$ cat config.mk
export PLATFORM = sky130hd
export DESIGN_NAME = mem_access_stage
export DESIGN_NICKNAME = d
export VERILOG_FILES = /design/src/rtl/mem_access_stage.sv
export SDC_FILE = /design/constraint.sdc
export NUM_CORES = 1
export LEC_CHECK = 0
export ABC_AREA = 1
export ABC_CLOCK_PERIOD_IN_PS = 1900
export BUFFER_PORTS_ARGS = -buffer_cell sky130_fd_sc_hd__buf_4
export CAP_MARGIN = 20
export CORE_MARGIN = 1
export CORE_UTILIZATION = 47
export DETAILED_ROUTE_END_ITERATION = 10
export PLACE_DENSITY = 0.9
export SKIP_LAST_GASP = 1
export SYNTH_ARGS = -nofsm -noshare
export SYNTH_HDL_FRONTEND = slang
export SYNTH_SLANG_ARGS = --single-unit
$ cat constraint.sdc
create_clock -name clock -period 1.9 [get_ports clock]
set_input_delay 0.19 -clock clock [delete_from_list [all_inputs] [get_ports clock]]
set_output_delay 0.19 -clock clock [all_outputs]
set_load 0.02 [all_outputs]
$ cat src/rtl/mem_access_stage.sv
// MEM-stage data-memory access controller: issues one load/store per instruction over a
// req/ack handshake, stalls the pipeline while outstanding, flags misalignment and timeouts.
module mem_access_stage #(
  parameter int TIMEOUT = 16,
  parameter int CNT_W   = 5
) (
  input  logic        clock,
  input  logic        reset,
  input  logic        ex_valid,
  input  logic        ex_mem_read,
  input  logic        ex_mem_write,
  input  logic [1:0]  ex_store_option,
  input  logic [31:0] ex_addr,
  input  logic [31:0] ex_wdata,
  output logic        dm_req,
  output logic        dm_we,
  output logic [31:0] dm_addr,
  output logic [3:0]  dm_be,
  output logic [31:0] dm_wdata,
  input  logic        dm_ack,
  input  logic [31:0] dm_rdata,
  output logic [31:0] me_dout,
  output logic        stall,
  output logic        misalign_exc,
  output logic        bus_err
);

  typedef enum logic [1:0] {IDLE, REQ, DONE} state_t;

  localparam logic [CNT_W-1:0] LAST_CNT = CNT_W'(TIMEOUT - 1);

  state_t             state_q;
  logic [CNT_W-1:0]   cnt_q;
  logic               req_q;
  logic               we_q;
  logic [31:0]        addr_q;
  logic [3:0]         be_q;
  logic [31:0]        wdata_q;
  logic [31:0]        dout_q;
  logic               berr_q;

  logic               access;
  logic               is_word;
  logic               is_half;
  logic               misaligned;
  logic               start;
  logic [3:0]         be_d;
  logic [31:0]        wdata_d;

  // Reserved size code 3 behaves as a word access.
  assign access     = ex_mem_read | ex_mem_write;
  assign is_word    = (ex_store_option == 2'd0) | (ex_store_option == 2'd3);
  assign is_half    = (ex_store_option == 2'd1);
  assign misaligned = (is_word & (ex_addr[1:0] != 2'b00)) | (is_half & ex_addr[0]);
  assign start      = ex_valid & access & ~misaligned;

  always_comb begin
    be_d    = 4'b1111;
    wdata_d = ex_wdata;
    if (is_half) begin
      wdata_d = {2{ex_wdata[15:0]}};
      if (ex_mem_write) be_d = ex_addr[1] ? 4'b1100 : 4'b0011;
    end else if (!is_word) begin
      wdata_d = {4{ex_wdata[7:0]}};
      if (ex_mem_write) be_d = 4'b0001 << ex_addr[1:0];
    end
  end

  always_ff @(posedge clock or negedge reset) begin
    if (!reset) begin
      state_q <= IDLE;
      cnt_q   <= '0;
      req_q   <= 1'b0;
      we_q    <= 1'b0;
      addr_q  <= '0;
      be_q    <= '0;
      wdata_q <= '0;
      dout_q  <= '0;
      berr_q  <= 1'b0;
    end else begin
      case (state_q)
        IDLE: begin
          berr_q <= 1'b0;
          if (start) begin
            req_q   <= 1'b1;
            we_q    <= ex_mem_write;
            addr_q  <= {ex_addr[31:2], 2'b00};
            be_q    <= be_d;
            wdata_q <= wdata_d;
            cnt_q   <= '0;
            state_q <= REQ;
          end
        end
        REQ: begin
          cnt_q <= cnt_q + 1'b1;
          // An ack arriving on the final counted cycle still completes normally.
          if (dm_ack) begin
            req_q   <= 1'b0;
            dout_q  <= we_q ? 32'd0 : dm_rdata;
            state_q <= DONE;
          end else if (cnt_q == LAST_CNT) begin
            req_q   <= 1'b0;
            dout_q  <= 32'd0;
            berr_q  <= 1'b1;
            state_q <= DONE;
          end
        end
        DONE: begin
          // The finished instruction is still in EX/MEM this cycle, so no new start.
          berr_q  <= 1'b0;
          state_q <= IDLE;
        end
        default: state_q <= IDLE;
      endcase
    end
  end

  assign stall        = ((state_q == IDLE) & start) | (state_q == REQ);
  assign misalign_exc = (state_q == IDLE) & ex_valid & access & misaligned;
  assign dm_req       = req_q;
  assign dm_we        = we_q;
  assign dm_addr      = addr_q;
  assign dm_be        = be_q;
  assign dm_wdata     = wdata_q;
  assign me_dout      = dout_q;
  assign bus_err      = berr_q;

endmodule
==> metrics.md <==
| Metric | Value |
|---|---|
| Final Critical Period | `1.71 ns` |
| Row count | `36` |
| Slew @ Worst Pin | `0.559 ns` |
| Layout cells sized above 1 | `0.314` |
| RSZ-0062 raised after global routing | `false` |
| Reg2Reg Depth | `8` |
| Mapped cell area | `4750 um2` |
| Outcome | `complete, no violations` |
| Gpl congestion | `0.895` |
| Buf+Inv Stages, Crit Path | `1` |
| CTS tree | `yes` |
| Arrival @ worst endpoint | `1.98 ns` |
| Crit-path max cell delay | `0.42 ns` |
| Worst Path Class, Setup | `flip-flop to flip-flop` |
| Total grt overflow | `0` |
| Cell Chain, Critical Path | `ha_1, nand2_1, nor2_1, ha_1, nor2_1, buf_6, o21ai_0, o21ai_0` |
| Worst slew margin | `0.628` |
| Core area | `9770 um2` |
| Via-to-Cell Ratio | `4.99` |
| Worst reg-to-reg setup slack | `0.19 ns` |
| Worst-path fanout max | `30` |
| Pleak | `3.61 nW` |
| DPL Wire Length | `9080 um` |
| DRT Pass-1 Iters | `5` |
| P&R area growth vs syn | `39.3%` |
| Post-synthesis register bit count | `108` |
| Setup TNS | `0 ns` |
| Detailed Route WL | `12,300 um` |
| Clk sinks | `108` |
| Crit path launch | `cnt_q[0]` |
| Fmax | `584 MHz` |
| Final Hold Viols | `0` |
| Net count, final | `869` |
| Die area | `10,500 um2` |
| Total power | `9.29 mW` |
| Count of cell types in the netlist | `21` |
| Worst-path clk slew | `0.12 ns` |
| Worst reg2reg endpoint | `me_dout[20]` |
| Htree depth | `3` |
| Max_cap viols | `0` |
| Mapped Cells | `565` |
| Synth Area per Inst | `8.41 um2` |
| Peak supply drop | `0.000958 V` |
| Ys Warns | `0` |
| Die Ht | `103 um` |
| Clk Latency, worst-skew pair | `0.36 ns` |
| Via count | `4,491` |
| Die width | `103 um` |
| Register area share after synthesis | `0.569` |
| Crit share post-route | `0.901` |
| # Post-CTS Setup Buffers | `0` |
| CP delay by family, top | `adder cells` |
| Max Root-Sink Buffers | `2` |
| Initial antenna violation count | `0` |
| First-pass GRT wire length | `19,500 um` |
| Stages on the worst setup path | `8` |
| Min-delay src | `ex_addr[31]` |
| Hold EP | `dm_addr[31]` |
| Largest net degree at the start of global routing | `109` |
| Final slew viol count | `0` |
| Vias in the first global route | `4,256` |
| Starting Density | `0.486` |
| Initial detailed-routing violation count | `208` |
| Routed WL per cell | `13.7 um` |
| Hold path depth | `3` |
| Final Skew | `0.0200 ns` |
| Worst endpoint required time | `2.17 ns` |
| Total track usage | `0.237` |
| Crit Reg-Reg Startpoint | `cnt_q[0]` |
| PortBufs | `206` |
| PD cells | `1400 nW/um2` |
| Tightest Hold Check Type | `input port to flip-flop` |
| Final setup fails | `0` |
| Inserted Clock Buffers | `9` |
| Antenna-violating nets left | `0` |
| Root Buffer | `clkbuf_8` |
| Antenna Cells | `0` |
| Slowest library cell on the worst path | `dfrtp_1` |
| CP Launch Type | `flip-flop` |
| Worst Setup End Kind | `flip-flop` |
| I/O pin total | `209` |
| Remaining DRCs | `0` |
-- metal layers --
metal	share of wire	global-route usage	vias up	wire (um)
met5	0	0	-	0
met4	0.025	0.104	0	312
met3	0.058	0.0434	25	714
met2	0.50	0.398	173	6150
met1	0.42	0.301	2109	5160
li1	-	-	2184	-
-- cell usage after synthesis, drive strengths merged --
master | count | area, um2
ha | 3 | 37.5
buf | 21 | 171
nand2 | 241 | 912
nand3 | 17 | 85.1
conb | 1 | 3.75
o211ai | 8 | 60.1
dfrtp | 108 | 2700
or2 | 2 | 12.5
inv | 30 | 113
nor2 | 12 | 55.1
clkbuf | 14 | 53.8
o21ai | 105 | 526
o31ai | 1 | 7.51
a21oi | 2 | 10.0
-- placed cells by master (no fill, tap or decap) --
cell | synthesis | routed
ha_1 | 3 | 3
buf_4 | 4 | 214
conb_1 | 1 | 2
nand2_1 | 238 | 238
buf_12 | 0 | 3
a21oi_1 | 2 | 2
nand3_1 | 17 | 17
clkbuf_8 | 0 | 10
inv_1 | 30 | 30
inv_8 | 0 | 3
clkinv_4 | 0 | 1
bufinv_16 | 0 | 1
dfrtp_1 | 108 | 108
dlygate4sd3_1 | 0 | 2
o21ai_1 | 8 | 9
nor2_4 | 1 | 2
o31ai_1 | 1 | 1
clkinvlp_4 | 0 | 1
or2_2 | 2 | 2
buf_6 | 9 | 1
o21ai_0 | 97 | 96
nand2_2 | 3 | 3
nor2_1 | 10 | 10
o211ai_1 | 8 | 8
-- worst register-to-register path, cell delays in order, from the launching register on --
cell and delay (ns):
dfrtp_1 0.42, ha_1 0.24, nand2_1 0.08, nor2_1 0.05, ha_1 0.21, nor2_1 0.17, buf_6 0.24, o21ai_0 0.14
o21ai_0 0.10
-- report_power, final --
| group | switching [mW] | internal [mW] |
|---|---|---|
| Sequential | 0.544 | 3.18 |
| Combinational | 2.36 | 1.70 |
| Clock | 0.823 | 0.677 |
-- kinds of logic after synthesis --
group                      after synthesis  synth area share
adders and majority gates                3           0.00790
AOI/OAI and AO/OA                      116             0.127
buffers and inverters                   65            0.0711
and+or+nand+nor                        272             0.224
DFF                                    108             0.569
other                                    1          0.000790
-- timing repair --
action | CTS | global route
setup endpoints to repair | 0 | 6
gates resized for setup | 0 | 2
endpoints found under the hold margin | 108 | 1
hold buffers | 1 | 1
-- area by class of cell --
class	count	area (um2)
Clock buffer	10	138
Clock inverter	6	80.1
Fill cell	772	3160
Inverter	30	113
Multi-Input combinational cell	393	1720
Sequential cell	108	2700
Tap cell	133	166
Timing Repair Buffer	220	1700
-- state kept, by name, indices dropped and copies added (netlist names) --
signal and flops:
dm_wdata 32, me_dout 32, dm_addr 30, cnt_q 5, dm_be 4, state_q 2, bus_err 1, dm_req 1
dm_we 1
-- through the flow --
| stage | instance area, um2 | util | hold slack, ns | instances | setup slack (ns) |
|---|---|---|---|---|---|
| 2_1_floorplan | 4750 | - | -0.106 | 566 | 0.286 |
| 3_5_place_dp | 6370 | 0.652 | 0.301 | 882 | 0.201 |
| 5_1_grt | 6620 | 0.677 | 0.00138 | 900 | 0.0267 |
| 4_1_cts | 6600 | 0.675 | 0.000569 | 899 | 0.170 |
| 3_3_place_gp | 6370 | 0.652 | 0.296 | 882 | 0.279 |
| 6_report | 6620 | 0.677 | 0.0158 | 900 | 0.189 |
-- worst max-delay path by stage --
| stage | end | slack, ns |
|---|---|---|
| after floorplan | me_dout[1] | 0.29 |
| after global placement | me_dout[14] | 0.28 |
| after detailed placement | me_dout[5] | 0.20 |
| after CTS | me_dout[20] | 0.17 |
| after global routing | stall | 0.03 |
| final | me_dout[20] | 0.19 |
Power figures use the tool's default switching activity.
